File: config.mk
export PLATFORM = sky130hd
export DESIGN_NAME = encoder_8b10b_tx_ctrl
export DESIGN_NICKNAME = d
export VERILOG_FILES = /design/src/rtl/encoder_8b10b_tx_ctrl.sv
export SDC_FILE = /design/constraint.sdc
export NUM_CORES = 1
export LEC_CHECK = 0
export BUFFER_PORTS_ARGS = -buffer_cell sky130_fd_sc_hd__buf_2
export CAP_MARGIN = 30
export CORE_MARGIN = 2
export CORE_UTILIZATION = 40
export DETAILED_ROUTE_END_ITERATION = 16
export GPL_ROUTABILITY_DRIVEN = 0
export GPL_TIMING_DRIVEN = 1
export PLACE_DENSITY = 0.83
export SLEW_MARGIN = 30
export SYNTH_ARGS = -nofsm -noshare
export SYNTH_HDL_FRONTEND = slang
export SYNTH_SLANG_ARGS = --single-unit
File: constraint.sdc
create_clock -name clk_i -period 3.4 [get_ports clk_i]
set_input_delay 0.34 -clock clk_i [delete_from_list [all_inputs] [get_ports clk_i]]
set_output_delay 0.34 -clock clk_i [all_outputs]
set_load 0.01 [all_outputs]
File: src/rtl/encoder_8b10b_tx_ctrl.sv
// 8b/10b transmit controller: byte handshake, sub-encoder steering, RD ownership and output register.
// Define TX_SKP_INSERT_EN to enable periodic SKP ordered-set insertion (COM + SKP_COUNT x SKP).
module encoder_8b10b_tx_ctrl #(
  parameter int SKP_INTERVAL = 1180,
  parameter int SKP_COUNT    = 3,
  parameter int INIT_RD_NEG  = 1
) (
  input  logic       clk_i,
  input  logic       reset_i,
  input  logic       in_valid_i,
  output logic       in_ready_o,
  input  logic [7:0] data_i,
  input  logic       is_k_i,
  output logic [4:0] enc5b6b_data_o,
  output logic       enc5b6b_rd_neg_o,
  input  logic [5:0] enc5b6b_sym_i,
  input  logic       enc5b6b_rd_neg_post_i,
  output logic [2:0] enc3b4b_data_o,
  output logic       enc3b4b_rd_neg_o,
  output logic       enc3b4b_is_k_o,
  input  logic [3:0] enc3b4b_sym_i,
  input  logic       enc3b4b_rd_neg_post_i,
  output logic       enc_is_k_o,
  output logic       sym_valid_o,
  input  logic       sym_ready_i,
  output logic [9:0] sym_o,
  output logic       rd_neg_o,
  output logic       skp_active_o
);

  localparam logic INIT_RD = (INIT_RD_NEG != 0);

  if (SKP_INTERVAL < 2 || SKP_COUNT < 1 || SKP_COUNT > 5) begin : g_param_check
    $error("encoder_8b10b_tx_ctrl: SKP_INTERVAL must be >= 2 and SKP_COUNT within 1..5");
  end

  logic       adv;
  logic       issue;
  logic [7:0] sel_byte;
  logic       sel_k;
  logic       rd_neg_q;

  // The output register may only be overwritten when empty or being drained this cycle.
  assign adv = ~sym_valid_o | sym_ready_i;

`ifdef TX_SKP_INSERT_EN
  typedef enum logic [1:0] {
    ST_DATA,
    ST_SKP_COM,
    ST_SKP_SYM
  } state_e;

  localparam int CNT_W = $clog2(SKP_INTERVAL + 1);
  localparam int IDX_W = (SKP_COUNT > 1) ? $clog2(SKP_COUNT) : 1;
  localparam logic [CNT_W-1:0] CNT_MAX  = CNT_W'(SKP_INTERVAL);
  localparam logic [IDX_W-1:0] IDX_LAST = IDX_W'(SKP_COUNT - 1);

  state_e             state_q, state_d;
  logic [CNT_W-1:0]   sym_cnt_q, sym_cnt_d;
  logic [IDX_W-1:0]   skp_idx_q, skp_idx_d;

  always_ff @(posedge clk_i or negedge reset_i) begin
    if (!reset_i) begin
      state_q   <= ST_DATA;
      sym_cnt_q <= '0;
      skp_idx_q <= '0;
    end else begin
      state_q   <= state_d;
      sym_cnt_q <= sym_cnt_d;
      skp_idx_q <= skp_idx_d;
    end
  end

  always_comb begin
    state_d      = state_q;
    sym_cnt_d    = sym_cnt_q;
    skp_idx_d    = skp_idx_q;
    in_ready_o   = 1'b0;
    issue        = 1'b0;
    sel_byte     = data_i;
    sel_k        = is_k_i;
    skp_active_o = 1'b0;
    unique case (state_q)
      ST_DATA: begin
        // A full interval holds off upstream; the ordered set starts on the next free slot.
        if (sym_cnt_q == CNT_MAX) begin
          if (adv) begin
            state_d   = ST_SKP_COM;
            sym_cnt_d = '0;
          end
        end else begin
          in_ready_o = adv;
          if (in_valid_i && adv) begin
            issue     = 1'b1;
            sym_cnt_d = sym_cnt_q + 1'b1;
          end
        end
      end
      ST_SKP_COM: begin
        sel_byte     = 8'hBC;
        sel_k        = 1'b1;
        skp_active_o = 1'b1;
        if (adv) begin
          issue     = 1'b1;
          skp_idx_d = '0;
          state_d   = ST_SKP_SYM;
        end
      end
      ST_SKP_SYM: begin
        sel_byte     = 8'h1C;
        sel_k        = 1'b1;
        skp_active_o = 1'b1;
        if (adv) begin
          issue = 1'b1;
          if (skp_idx_q == IDX_LAST) begin
            skp_idx_d = '0;
            state_d   = ST_DATA;
          end else begin
            skp_idx_d = skp_idx_q + 1'b1;
          end
        end
      end
      default: state_d = ST_DATA;
    endcase
  end
`else
  always_comb begin
    in_ready_o = adv;
    issue      = in_valid_i & adv;
    sel_byte   = data_i;
    sel_k      = is_k_i;
  end

  assign skp_active_o = 1'b0;
`endif

  assign enc5b6b_data_o   = sel_byte[4:0];
  assign enc3b4b_data_o   = sel_byte[7:5];
  assign enc_is_k_o       = sel_k;
  assign enc3b4b_is_k_o   = sel_k;
  assign enc5b6b_rd_neg_o = rd_neg_q;
  assign enc3b4b_rd_neg_o = enc5b6b_rd_neg_post_i;
  assign rd_neg_o         = rd_neg_q;

  // RD only advances together with a committed symbol, so a stalled symbol keeps its disparity.
  always_ff @(posedge clk_i or negedge reset_i) begin
    if (!reset_i) begin
      sym_valid_o <= 1'b0;
      sym_o       <= '0;
      rd_neg_q    <= INIT_RD;
    end else if (adv) begin
      if (issue) begin
        sym_o       <= {enc5b6b_sym_i, enc3b4b_sym_i};
        sym_valid_o <= 1'b1;
        rd_neg_q    <= enc3b4b_rd_neg_post_i;
      end else begin
        sym_valid_o <= 1'b0;
      end
    end
  end

endmodule

Word level (Yosys, flattened, before mapping)
Cells that the tools add are included.
Word-level totals
  bits in registers: 12
  latch bits: 0
  memory bits (writable): 0
  memory bits (read-only): 0
  input port bits: 25
  output and inout port bits: 26
  logic and storage cells: 8
  memories kept: 0
Cells by class
  add/subtract/negate cells: 0
  $mul: 0
  divide/modulo/power cells: 0
  $lt $le $gt $ge: 0
  equal/unequal tests: 0
  shift operators: 0
  multiplexer cells: 1
  bitwise gates (word level): 3
  reductions and logical operators: 1
Operators with widths (count)
  $reduce_and 2->1: 1
  $and 1x1->1: 1
  $mux 1: 1
  $not 1->1: 1
  $or 1x1->1: 1

Logic depth before layout (Yosys ltp)
  depth in word-level cells: 4
  gate-level depth with buffers: 4
  depth with buffers taken out: 3

Worst setup path after synthesis
OpenSTA, ideal clock, no wires.
  kind: register to register
  start point: reg sym_valid_o
  end point: reg sym_o[0]
  library setup time: 0.125 ns
  arrival time: 1.017 ns
  required time: 3.275 ns
  setup slack: 2.258 ns
  stages on the path, launching flop included: 5
  buffers on the path: 1
  clock period less this slack: 1.142 ns
  cell sequence: dfrtp_1 nand2b_4 nand2_4 buf_12 mux2_4
On the way
  longest elaborated chain between the ends: 4
RTL lines
  start, declared: RTL line 24  | output logic sym_valid_o,
  start signal, assigned: RTL line 148  | sym_valid_o <= 1'b0;
  start signal, assigned: RTL line 154  | sym_valid_o <= 1'b1;
  start signal, assigned: RTL line 157  | sym_valid_o <= 1'b0;
  $not 1->1 *: RTL line 44  | assign adv = ~sym_valid_o | sym_ready_i;
  $or 1x1->1 *: RTL line 44
  via in_ready_o: RTL line 11  | output logic in_ready_o,
  $and 1x1->1: RTL line 129  | issue = in_valid_i & adv;
  $reduce_and 2->1 (no source line) *
  end signal, assigned: RTL line 153  | sym_o <= {enc5b6b_sym_i, enc3b4b_sym_i};
  end, declared: RTL line 26  | output logic [9:0] sym_o,
Mark *: on every way through the listed nets, which the timed path passes. The rest lies on a longest branch.
A chain may end at the register's enable or synchronous reset.

Worst setup path after layout
  start point: reg rd_neg_q (netlist: enc5b6b_rd_neg_o)
  end point: out rd_neg_o
RTL lines
  start, declared: RTL line 41  | logic rd_neg_q;
  start signal, assigned: RTL line 155  | rd_neg_q <= enc3b4b_rd_neg_post_i;
  end, declared: RTL line 27  | output logic rd_neg_o,
No word-level cell between the ends.

==> summary.md <==
| Metric | Value |
|---|---|
| Setup CP Type | `reg -> out` |
| Maximum clock rate | `~800 MHz` |
| Synth Warn # | `0` |
| Total of max-cap violations | `0` |
| Core Area | `1470 um^2` |
| Hold WC Path Type | `in -> reg` |
| Buffers & Inverters on Critical Path | `1` |
| Cell Area, Placed | `659 um^2` |
| Pin count of the biggest net entering global routing | `13` |
| Initial antenna violation count | `0` |
| Synthesis-stage register bit count | `12` |
| Syn-to-layout area delta | `12.8%` |
| CP max stage delay | `0.53 ns` |
| WL final | `around 900 um` |
| Root buffer cell | `clkbuf_4` |
| Routed Antenna Nets | `0` |
| GR Util All Layers | `10.9%` |
| Post-synthesis cell count | `just over 40` |
| P_leak | `0.000381 uW` |
| GR Util met2 | `approximately 16%` |
| Clock-pin slew on the worst setup and hold paths | `roughly 0.070 ns` |
| Area occupied by multi-input gates | `198 um^2` |
| Crit path depth | `1` |
| Num rows | `14` |
| Diode count | `0` |
| Drt first pass iters | `2` |
| CTS tree | `done` |
| Register area share after synthesis | `between 40% and 50%` |
| Final worst path period need | `approximately 1.3 ns` |
| Slowest cell on the critical path | `dfstp_2` |
| I/O pin count | `51` |
| Worst Path Required | `just over 3 ns` |
| Die ar. | `1870 um^2` |
| Clock latency on the worst-skew pair | `0.26 ns` |
| Pwr Density | `approximately 500 nW/um^2` |
| Peak supply drop | `0.169 mV` |
| Residual DRC | `0` |
| Max Root-Sink Buffers | `2` |
| Clock Skews | `0.00571 ns` |
| Fillers | `around 140` |
| Mapped Nets | `66` |
| Total number of vias | `~350` |
| Total CTS buffers | `3` |
| Die height | `43.3 um` |
| Storage cell area | `between 300 and 400 um^2` |
| Global routing usage on met1 | `between 10% and 20%` |
| RSZ-0062 raised after global routing | `no` |
| Mapped Area | `617 um^2` |
| First-pass GRT wire length | `~1.5 mm` |
| Outcome | `finished, final reports clean` |
| Worst-path maximum fanout | `3` |
| Final #Nets | `86` |
| Yosys cell types | `10` |
| Setup TNS | `0 ns` |
| Post-route cell area | `696 um^2` |
| Crit path cell chain | `buf_2` |
| DR WL/cell | `11.9 um` |
| Detail Placement HPWL | `727 um` |
| Initial Util | `41.9%` |
| Vias in the first global route | `350` |
| Avg Synthesized Cell Area | `15.0 um^2` |
| DRT iter0 DRCs | `2` |
| Worst Setup Start Kind | `register` |
| Sink Count | `12` |
| Gr ovfl total | `0` |
| Crit path max-delay family | `flip-flops` |
| Final Setup Violations | `0` |
| Hold path cells | `2` |
| Final Hold Fails | `0` |
| Post-CTS resize count | `0` |
| Met3 GRT Util | `between 5 and 6%` |
| CTS H-Tree Depth | `1` |
| Via-to-Cell Ratio | `4.55` |
| Worst-case reg-to-reg path depth | `3` |
| Pins Over Slew Limit | `0` |
| GR peak layer | `met2` |
| Worst Setup End Kind | `output port` |
| Fin crit share | `36.8%` |
| WP data arrival | `approximately 0.9 ns` |
| IO buf count | `28` |
| Layout cell share with drive strength beyond 1 | `between 70 and 80%` |
| Die width | `43.3 um` |
==> report_power, final <==
| part | internal, uW | switching (uW) | leakage, uW |
|---|---|---|---|
| Combinational | 50.5 | 35.3 | 0.000227 |
| Sequential | 164 | 10.6 | 0.000138 |
| Clock | 45.2 | 40.1 | 0.0000150 |
==> cell usage in the layout, fill, tap and decap left out, drive strengths merged <==
| cell | synthesis | layout |
|---|---|---|
| mux2 | 11 | 11 |
| nand2 | 1 | 1 |
| dlygate4sd3 | 0 | 1 |
| nand2b | 1 | 1 |
| buf | 14 | 28 |
| dfrtp | 11 | 11 |
| dfstp | 1 | 1 |
| conb | 1 | 1 |
| or2b | 1 | 1 |
| clkbuf | 0 | 4 |
==> Yosys cell counts <==
| cell | instances | area [um^2] |
|---|---|---|
| or2b_1 | 1 | 7.51 |
| buf_12 | 1 | 20.0 |
| mux2_4 | 10 | 150 |
| nand2_4 | 1 | 11.3 |
| dfstp_2 | 1 | 26.3 |
| dfrtp_1 | 11 | 275 |
| nand2b_4 | 1 | 13.8 |
| buf_4 | 13 | 97.6 |
| mux2_2 | 1 | 11.3 |
| conb_1 | 1 | 3.75 |
==> what timing repair did <==
| action | 4_1_cts | 5_1_grt |
|---|---|---|
| buffers inserted | 0 | 0 |
| hold buffers | 1 | 0 |
| setup endpoints to repair | 0 | 0 |
| hold endpoints to repair | 11 | 0 |
==> metal layers <==
metal  up-vias  wire length, um
met3         4              119
met2        23              437
li1        158                -
met1       161              336
met5         -                0
met4         0                8
==> cell type report <==
cell class,instances,share of cell area [%]
Timing Repair Buffer,29,21.6
Clock buffer,4,3.78
Sequential cell,12,43.3
Tap cell,16,2.88
Multi-Input combinational cell,15,28.4
==> flip-flops by register name (all words and copies together), names as in the netlist <==
signal and count:
sym_o 10, enc5b6b_rd_neg_o 1, sym_valid_o 1
==> cells by family after synthesis <==
| kind of cell | share of synthesized area, % |
|---|---|
| buf+inv | 19.1 |
| flops | 48.9 |
| mux | 26.2 |
| simple gates | 5.27 |
| other cells | 0.608 |
==> metrics by stage <==
stage | util (%) | total power (uW) | cells | hold slack [ns] | worst slack [ns]
2_1_floorplan | - | 247 | 41 | 0.0444 | 2.26
3_3_place_gp | 44.8 | 262 | 71 | 0.224 | 2.17
3_5_place_dp | 44.8 | 264 | 71 | 0.229 | 2.15
4_1_cts | 47.3 | 353 | 76 | 0.300 | 2.14
5_1_grt | 47.3 | 371 | 76 | 0.286 | 2.09
6_report | 47.3 | 346 | 76 | 0.307 | 2.15
==> worst paths after layout <==
kind | to | slack (ns) | from
setup reg to reg | sym_o[5]$_DFFE_PN0P_ | 2.29 | sym_valid_o$_DFFE_PN0P_
hold reg to reg | sym_o[0]$_DFFE_PN0P_ | 0.51 | sym_o[0]$_DFFE_PN0P_
hold / removal | sym_o[1]$_DFFE_PN0P_ | 0.31 | enc3b4b_sym_i[1]
max in group asynchronous | enc5b6b_rd_neg_o$_DFFE_PN1P_ | 2.63 | reset_i
setup / recovery | rd_neg_o | 2.15 | enc5b6b_rd_neg_o$_DFFE_PN1P_
min in group asynchronous | sym_o[6]$_DFFE_PN0P_ | 0.49 | reset_i
Note: power is estimated with default switching activity, not from simulation.
